===== config.mk =====
export PLATFORM = sky130hd
export DESIGN_NAME = frame_readout_seq
export DESIGN_NICKNAME = d
export VERILOG_FILES = /design/src/rtl/thz_frame_pkg.sv /design/src/rtl/frame_readout_seq_fifo.sv /design/src/rtl/frame_readout_seq.sv
export SDC_FILE = /design/constraint.sdc
export NUM_CORES = 1
export LEC_CHECK = 0
export BUFFER_PORTS_ARGS = -buffer_cell sky130_fd_sc_hd__buf_2
export CAP_MARGIN = 10
export CORE_UTILIZATION = 58
export DETAILED_ROUTE_END_ITERATION = 12
export PLACE_DENSITY = 0.81
export SLEW_MARGIN = 0
export SYNTH_ARGS = -nofsm -noshare
export SYNTH_HDL_FRONTEND = slang
export SYNTH_SLANG_ARGS = --single-unit
export TNS_END_PERCENT = 5

===== constraint.sdc =====
create_clock -name clk -period 3.72 [get_ports clk]
set_input_delay 1.116 -clock clk [delete_from_list [all_inputs] [get_ports clk]]
set_output_delay 1.116 -clock clk [all_outputs]
set_load 0.005 [all_outputs]

===== src/rtl/thz_frame_pkg.sv =====
// Shared types and constants for the THz frame-store readout path.
// Used by the sequencer RTL and by benches building golden models.
package thz_frame_pkg;

  localparam int NUM_FRAMES    = 30;
  localparam int PIX_PER_FRAME = 8;
  localparam int TIMEOUT       = 16;
  localparam int FIFO_DEPTH    = 2;

  localparam int PIX_W   = 10;
  localparam int ADDR_W  = 4;
  localparam int FRAME_W = 5;
  localparam int IDX_W   = 3;
  localparam int TMO_W   = $clog2(TIMEOUT + 1);

  typedef struct packed {
    logic [PIX_W-1:0]  pixel;
    logic [ADDR_W-1:0] addr;
  } pixel_entry_t;

  typedef struct packed {
    pixel_entry_t     entry;
    logic [IDX_W-1:0] idx;
    logic             sof;
    logic             eof;
  } readout_word_t;

  typedef enum logic [1:0] {
    ERR_NONE      = 2'b00,
    ERR_BAD_FRAME = 2'b01,
    ERR_TIMEOUT   = 2'b10
  } err_code_e;

  typedef enum logic [1:0] {
    S_IDLE,
    S_ISSUE,
    S_WAIT,
    S_DRAIN
  } seq_state_e;

endpackage


===== src/rtl/frame_readout_seq_fifo.sv =====
// Small synchronous FIFO of readout words between the store side and the
// output stream; flush discards contents without touching storage.
module readout_fifo
  import thz_frame_pkg::*;
#(
  parameter int DEPTH = FIFO_DEPTH
) (
  input  logic          clk,
  input  logic          rst,
  input  logic          push,
  input  readout_word_t push_word,
  input  logic          pop,
  input  logic          flush,
  output readout_word_t head,
  output logic          full,
  output logic          empty
);

  localparam int PTR_W = (DEPTH > 1) ? $clog2(DEPTH) : 1;
  localparam int CNT_W = $clog2(DEPTH + 1);

  readout_word_t    mem [DEPTH];
  logic [PTR_W-1:0] wr_ptr;
  logic [PTR_W-1:0] rd_ptr;
  logic [CNT_W-1:0] count;
  logic             do_push;
  logic             do_pop;

  assign empty   = (count == '0);
  assign full    = (count == CNT_W'(DEPTH));
  assign do_pop  = pop && !empty;
  // A pop on a full FIFO frees the slot the simultaneous push lands in.
  assign do_push = push && (!full || do_pop);

  function automatic logic [PTR_W-1:0] ptr_inc(input logic [PTR_W-1:0] p);
    return (p == PTR_W'(DEPTH - 1)) ? '0 : p + 1'b1;
  endfunction

  always_ff @(posedge clk) begin
    if (rst || flush) begin
      wr_ptr <= '0;
      rd_ptr <= '0;
      count  <= '0;
    end else begin
      if (do_push) wr_ptr <= ptr_inc(wr_ptr);
      if (do_pop)  rd_ptr <= ptr_inc(rd_ptr);
      case ({do_push, do_pop})
        2'b10:   count <= count + 1'b1;
        2'b01:   count <= count - 1'b1;
        default: count <= count;
      endcase
    end
  end

  // NOTE: storage is deliberately not reset; count defines validity and the
  // top gates every head field with m_valid, so stale entries never escape.
  always_ff @(posedge clk) begin
    if (do_push) mem[wr_ptr] <= push_word;
  end

  assign head = mem[rd_ptr];

endmodule


===== src/rtl/frame_readout_seq.sv =====
// Reader-side sequencer: walks one frame of the store, buffers each entry
// and streams it out with start/end-of-frame markers.
module frame_readout_seq
  import thz_frame_pkg::*;
(
  input  logic               clk,
  input  logic               rst,
  input  logic               start,
  input  logic [FRAME_W-1:0] start_frame,
  output logic               busy,
  output logic               done,
  output logic               err,
  output logic [1:0]         err_code,
  output logic               ram_read_en,
  output logic [FRAME_W-1:0] ram_frame_read_sel,
  output logic [IDX_W-1:0]   ram_pixel_index_out,
  input  logic [PIX_W-1:0]   ram_pixel_data_in,
  input  logic [ADDR_W-1:0]  ram_pixel_addr_in,
  input  logic               ram_valid_in,
  output logic               m_valid,
  input  logic               m_ready,
  output logic [PIX_W-1:0]   m_pixel,
  output logic [ADDR_W-1:0]  m_addr,
  output logic [IDX_W-1:0]   m_index,
  output logic               m_sof,
  output logic               m_eof
);

  localparam logic [IDX_W-1:0] IDX_LAST = IDX_W'(PIX_PER_FRAME - 1);
  localparam logic [TMO_W-1:0] TMO_MAX  = TMO_W'(TIMEOUT);

  seq_state_e         state, state_next;
  logic [FRAME_W-1:0] frame_q, frame_next;
  logic [IDX_W-1:0]   idx_q, idx_next;
  logic [TMO_W-1:0]   tmo_q, tmo_next;
  logic               busy_q, busy_next;
  logic               done_q, done_next;
  logic               err_q, err_next;
  err_code_e          err_code_q, err_code_next;

  logic          fifo_push, fifo_pop, fifo_flush, fifo_full, fifo_empty;
  readout_word_t push_word, head;

  always_comb begin
    push_word.entry.pixel = ram_pixel_data_in;
    push_word.entry.addr  = ram_pixel_addr_in;
    push_word.idx         = idx_q;
    push_word.sof         = (idx_q == '0);
    push_word.eof         = (idx_q == IDX_LAST);
  end

  readout_fifo #(.DEPTH(FIFO_DEPTH)) u_fifo (
    .clk       (clk),
    .rst       (rst),
    .push      (fifo_push),
    .push_word (push_word),
    .pop       (fifo_pop),
    .flush     (fifo_flush),
    .head      (head),
    .full      (fifo_full),
    .empty     (fifo_empty)
  );

  assign m_valid  = !fifo_empty;
  assign fifo_pop = m_valid && m_ready;

  // NOTE: non-blocking assignments only, so every register samples the
  // pre-edge values computed by the combinational block below.
  always_ff @(posedge clk) begin
    if (rst) begin
      state      <= S_IDLE;
      frame_q    <= '0;
      idx_q      <= '0;
      tmo_q      <= '0;
      busy_q     <= 1'b0;
      done_q     <= 1'b0;
      err_q      <= 1'b0;
      err_code_q <= ERR_NONE;
    end else begin
      state      <= state_next;
      frame_q    <= frame_next;
      idx_q      <= idx_next;
      tmo_q      <= tmo_next;
      busy_q     <= busy_next;
      done_q     <= done_next;
      err_q      <= err_next;
      err_code_q <= err_code_next;
    end
  end

  // NOTE: every signal gets a default first so no path can infer a latch.
  always_comb begin
    state_next    = state;
    frame_next    = frame_q;
    idx_next      = idx_q;
    tmo_next      = tmo_q;
    busy_next     = busy_q;
    done_next     = 1'b0;
    err_next      = 1'b0;
    err_code_next = err_code_q;
    ram_read_en   = 1'b0;
    fifo_push     = 1'b0;
    fifo_flush    = 1'b0;

    case (state)
      S_IDLE: begin
        if (start) begin
          if (start_frame < FRAME_W'(NUM_FRAMES)) begin
            frame_next    = start_frame;
            idx_next      = '0;
            busy_next     = 1'b1;
            err_code_next = ERR_NONE;
            state_next    = S_ISSUE;
          end else begin
            err_next      = 1'b1;
            err_code_next = ERR_BAD_FRAME;
          end
        end
      end
      S_ISSUE: begin
        // Holding here while full is what backpressures the store.
        if (!fifo_full) begin
          ram_read_en = 1'b1;
          tmo_next    = '0;
          state_next  = S_WAIT;
        end
      end
      S_WAIT: begin
        if (ram_valid_in) begin
          fifo_push = 1'b1;
          if (idx_q == IDX_LAST) begin
            state_next = S_DRAIN;
          end else begin
            idx_next   = idx_q + 1'b1;
            state_next = S_ISSUE;
          end
        end else begin
          tmo_next = (tmo_q == TMO_MAX) ? tmo_q : tmo_q + 1'b1;
          if (tmo_next == TMO_MAX) begin
            err_next      = 1'b1;
            err_code_next = ERR_TIMEOUT;
            fifo_flush    = 1'b1;
            busy_next     = 1'b0;
            state_next    = S_IDLE;
          end
        end
      end
      S_DRAIN: begin
        // The eof word is the last one buffered, so its pop empties the FIFO.
        if (fifo_pop && head.eof) begin
          done_next  = 1'b1;
          busy_next  = 1'b0;
          state_next = S_IDLE;
        end
      end
      default: state_next = S_IDLE;
    endcase
  end

  assign busy                = busy_q;
  assign done                = done_q;
  assign err                 = err_q;
  assign err_code            = err_code_q;
  assign ram_frame_read_sel  = frame_q;
  assign ram_pixel_index_out = idx_q;

  assign m_pixel = m_valid ? head.entry.pixel : '0;
  assign m_addr  = m_valid ? head.entry.addr  : '0;
  assign m_index = m_valid ? head.idx         : '0;
  assign m_sof   = m_valid && head.sof;
  assign m_eof   = m_valid && head.eof;

endmodule


# Yosys cells after proc, flatten, opt, wreduce, memory -nomap -nowiden
# Memories as Yosys holds them, arrays and structs flattened. A register that Yosys moved wholly into a read port is not among the register bits.
# Cells that the tools add are included.
[totals]
ff_bits = 24
ram_bits = 38
memories = 1
elab_cells = 111
out_inout_bits = 34
[memory_table]
columns = ["name", "depth", "width", "rd", "rd_clocked_by_memory_dff", "write_ports", "line_no", "rtl"]
rows = [
  ["u_fifo.mem", 2, 19, 1, 1, 1, "frame_readout_seq_fifo.sv:22", "readout_word_t mem [DEPTH];"],
]
[classes]
eq_ne = 18
bitwise = 1
mux = 49
reduce_logical = 24
n_addsub = 6
magnitude_cmp = 1
[ops]
columns = ["op", "count"]
rows = [
  ["$mux W1", 22],
  ["$mux W2", 10],
  ["$ne A2 B2 Y1 const B", 8],
  ["$mux W3", 5],
  ["$mux W5", 3],
  ["$eq A5 B5 Y1 const B", 2],
  ["$mux W10", 1],
  ["$pmux W5 S2", 1],
  ["$reduce_and A5 Y1", 2],
  ["$eq A2 B2 Y1 const B", 4],
  ["$pmux W2 S2", 2],
  ["$pmux W2 S4", 1],
  ["$logic_and A1 B1 Y1", 6],
  ["$pmux W3 S2", 1],
  ["$reduce_and A3 Y1", 2],
  ["$reduce_and A6 Y1", 1],
  ["$reduce_bool A2 Y1", 3],
  ["$add A5 B1 Y5 const B", 1],
  ["$lt A5 B5 Y1 const B", 1],
  ["$eq A2 B1 Y1 const B", 2],
  ["$logic_not A2 Y1", 2],
  ["$mux W4", 1],
  ["$reduce_and A4 Y1", 1],
  ["$add A3 B1 Y3 const B", 1],
  ["other kinds (13)", 16],
]

# Depth between registers and ports, before layout
[logic_depth]
word_depth = 8
depth_mapped = 9
mapped_depth_nobuf = 8

# Hierarchy
# From an unflattened synthesis, not the netlist that was laid out.
[hier_totals]
cells_unflattened = 255
area_unflattened_um2 = 2966.6
[by_module_without_submodules]
columns = ["mod", "instances", "area_per_inst_um2", "seq_area_each_um2", "cells_per_inst"]
rows = [
  ["readout_fifo", 1, 1600.3, 1241.2, 86],
  ["frame_readout_seq", 1, 1366.3, 400.4, 169],
]

# Least setup slack after synthesis
# No wires, ideal clock.
[synth_timing]
path_kind = "input -> register"
start = "in m_ready"
end = "mem u_fifo.mem[0][0] (netlist name) (enable)"
setup_time_ns = 0.395
slack_ns = 1.196
t_arrival_ns = 2.129
path_stages = 2
path_cell_list = "o211ai_1 > nor2_1"
[synth_via]
elab_chain_len = 6
[synth_rtl]
columns = ["element", "line_no", "rtl"]
rows = [
  ["start: declaration", "frame_readout_seq.sv:21", "input logic m_ready,"],
  ["$logic_and A1 B1 Y1", "frame_readout_seq.sv:65", "assign fifo_pop = m_valid && m_ready;"],
  ["$logic_and A1 B1 Y1", "frame_readout_seq_fifo.sv:31", "assign do_pop = pop && !empty;"],
  ["$logic_or A1 B1 Y1", "frame_readout_seq_fifo.sv:33", "assign do_push = push && (!full || do_pop);"],
  ["$logic_and A1 B1 Y1", "frame_readout_seq_fifo.sv:33", ""],
  ["$mux W1", "frame_readout_seq_fifo.sv:58", "if (do_push) mem[wr_ptr] <= push_word;"],
  ["$mux W1 (implied by the code)", "frame_readout_seq_fifo.sv:58", ""],
  ["end: declaration", "frame_readout_seq_fifo.sv:22", ""],
]
# No other way between the ends.

==> flow_metrics.py <==
metrics = {
    "logic_synthesis": {
        "synthFlopType": "sky130_fd_sc_hd__edfxtp_1",
        "synth.yosys.seq_area_share": 0.575,
        "mappedNetlistArea_um2": 2850,
        "synth_cells": 253,
        "mappedNetlistNets": 287,
        "synthTopCellsByArea": "sky130_fd_sc_hd__edfxtp_1, sky130_fd_sc_hd__dfxtp_1, sky130_fd_sc_hd__mux2i_1",
        "synth_seq_cells": 63,
        "yosys.area.top_type_share": 0.400,
        "post_synth_num_cell_types": 43,
        "synth_top_cell_by_area": "sky130_fd_sc_hd__edfxtp_1",
        "async_flop_share": 0,
        "yosysWarningCount": 0,
        "mean_instance_size_in_the_synthesized_netlist_um2": 11.3,
        "synth-edff-count": 38,
    },
    "die": {
        "fp.coreArea_um2": 4720,
        "die-area_um2": 5200,
        "die-height_um": 72.1,
        "chip_width_um": 72.1,
        "initial_standard_cell_utilization_of_the_core": 0.604,
        "ioPinCount": 58,
        "rows": 25,
    },
    "power": {
        "power_density_nw_per_um2": 634,
        "leakage_nw": 1.38,
        "power.ir.vdd_worst_uv": 352,
    },
    "clocking": {
        "cts_num_sinks": 63,
        "cts_htree_levels": 3,
        "ctsHoldBuffers": 0,
        "number_of_cells_upsized_or_downsized_after_cts": 0,
        "cts_tree": "built",
        "number_of_setup_buffers_added_after_cts": 0,
        "tritoncts.num_buffers": 9,
        "cts-root-buf": "sky130_fd_sc_hd__clkbuf_8",
        "clkLatencyLatePin_ps": 330,
        "cts_max_path_buffers": 2,
        "clkSlewWorstSetupHoldPaths_ps": 70,
    },
    "sta": {
        "finalCritPeriodShare": 0.737,
        "maxClockFrequency_mhz": 365,
        "min_period_ps": 2740,
        "rsz_0062_raised_after_global_routing": "false",
        "fin_setup_tns_ps": 0,
        "setup-violations-final": 0,
        "setup_slack_ps": 979,
        "timing.slew.headroom": 0.518,
        "finalClockSkew_ps": 8.54,
        "hold_violations": 0,
        "finalMaxSlewViolations": 0,
        "timing_worst_slew_pin_value_ps": 721,
    },
    "place": {
        "dp.final_hpwl_mm": 3.37,
        "gp_congestion": 0.953,
        "port_buf_inserts": 57,
        "dp_slack_ps": 1100,
    },
    "grt": {
        "wire_length_of_the_first_global_routing_pass_mm": 7.80,
        "number_of_global_route_vias_before_repair": 1772,
        "globalRoute.totalOverflow": 0,
        "grt_use_total": 0.199,
        "maximum_number_of_pins_on_one_net_before_global_route_repair": 21,
        "antenna_violations_before_repair": 0,
    },
    "detailed_routing": {
        "dr.first_iter.drc_count": 91,
        "route.final.wire_length_mm": 4.89,
        "post_drt_via_cell_ratio": 5.28,
        "routed_wire_length_per_instance_um": 12.7,
        "drc": 0,
        "vias": 2031,
        "drt_first_pass_iters": 4,
        "postRouteAntennaNets": 0,
    },
    "worst_setup_path": {
        "critical_path.endpoint_type": "output pin",
        "path_delay_family": "flip-flops",
        "cp_data_arrival_time_ps": 1620,
        "path_max_fanout": 12,
        "timing.critical_path.from_type": "flip-flop",
        "worst-setup-path-type": "reg -> out",
        "crit_required_ps": 2600,
        "critical_path.n_buffers_inverters": 2,
        "worst_path_max_delay_cell": "sky130_fd_sc_hd__dfxtp_1",
        "critical_path.max_stage_delay_ps": 580,
        "crit_chain": "buf_4 > mux2i_1 > nor2_1 > buf_2",
    },
    "hold_path": {
        "class_of_the_most_critical_hold_timing_path": "reg -> reg",
    },
    "layout": {
        "final_cell_mix": "sky130_fd_sc_hd__buf_2, sky130_fd_sc_hd__nor2_1, sky130_fd_sc_hd__edfxtp_1",
        "flow.area_growth_from_synthesis_pct": 19.8,
        "drive_gt1_frac": 0.277,
        "most_common_cell_after_layout_fill_and_taps_aside": "sky130_fd_sc_hd__buf_2",
        "num-nets-final": 347,
        "antenna_cells_inserted": 0,
    },
    "outcome": {
        "status": "finished, final reports clean",
    },
    "flow_run": {
        "maxCapViolCount": 0,
    },
}
==> worst reg2reg max path, stage by stage (launching register included) <==
cell and delay, ps:
sky130_fd_sc_hd__dfxtp_1 340, sky130_fd_sc_hd__inv_1 130, sky130_fd_sc_hd__ha_1 530, sky130_fd_sc_hd__nor2b_1 660
sky130_fd_sc_hd__o21ai_1 290, sky130_fd_sc_hd__a311oi_1 310, sky130_fd_sc_hd__nor3_1 80
==> final cells by class <==
type                    count  area (µm²)
well taps                  67        83.8
clock buffers              10         138
repair buffers             62         323
multi-input cells         164        1090
flip-flops and latches     63        1640
inverters                  13        48.8
fillers                   334        1310
clock inverters             6        92.6
==> per-layer routing <==
layer,wire length [µm],GRT usage,vias up,share of wire
met5,0,0,-,0
met4,74,0.0980,0,0.015
met3,248,0.0542,6,0.051
met2,2340,0.326,58,0.48
met1,2230,0.245,952,0.46
li1,-,-,1015,-
==> path summary, 6_finish.rpt <==
kind | startpoint | endpoint | slack (ps) | depth (start not counted)
setup / recovery | flip-flop | m_addr[0] | 980 | 4
setup reg to reg | state[0] | tmo_q[0] | 1270 | 6
hold / removal | ram_frame_read_sel[2] | ram_frame_read_sel[2] | 500 | 2
hold reg to reg | ram_frame_read_sel[2] | ram_frame_read_sel[2] | 500 | 2
==> registers in the layout, summed over array words and instances, names as in the netlist, named ones only <==
| signal | flops |
|---|---|
| u_fifo.mem | 38 |
| ram_frame_read_sel | 5 |
| tmo_q | 5 |
| ram_pixel_index_out | 3 |
| err_code | 2 |
| state | 2 |
| u_fifo.count | 2 |
| busy | 1 |
| done | 1 |
| err | 1 |
| u_fifo.rd_ptr | 1 |
| u_fifo.wr_ptr | 1 |
==> cell usage after synthesis (all sizes together), types with 3 or more instances <==
master	n
a21oi	17
o21a	3
dfxtp	25
nor3	4
nor2b	5
nand2	10
o211ai	3
clkbuf	5
xnor2	4
nand3b	3
buf	8
nand2b	3
nand3	6
edfxtp	38
nor2	44
a211oi	3
inv	13
mux2i	24
o21ai	6
ha	10
==> power breakdown <==
| part | internal [mW] | switching, mW |
|---|---|---|
| sequential | 0.814 | 0.0556 |
| clock | 0.399 | 0.265 |
| combinational | 0.287 | 0.345 |
==> kinds of logic (layout without fill, tap and decap cells) <==
logic type                 Yosys count  count (layout)  synth area share
AOI/OAI and AO/OA                   38              38            0.0925
and+or+nand+nor                     84              84             0.135
adders and majority gates           10              10            0.0439
buffers and inverters               26              91            0.0425
xor gates and xnor gates             6               6            0.0184
DFF                                 63              63             0.575
muxes                               26              26            0.0921
==> per-stage QoR <==
step	util	area (µm²)	std cells	hold slack, ps	total power, mW
2_1_floorplan	-	2850	253	462	1.33
3_3_place_gp	0.675	3190	369	472	1.50
3_5_place_dp	0.675	3190	369	482	1.52
4_1_cts	0.723	3420	385	500	2.18
5_1_grt	0.723	3420	385	513	2.29
6_report	0.723	3420	385	499	2.16
Power figures use the tool's default switching activity.
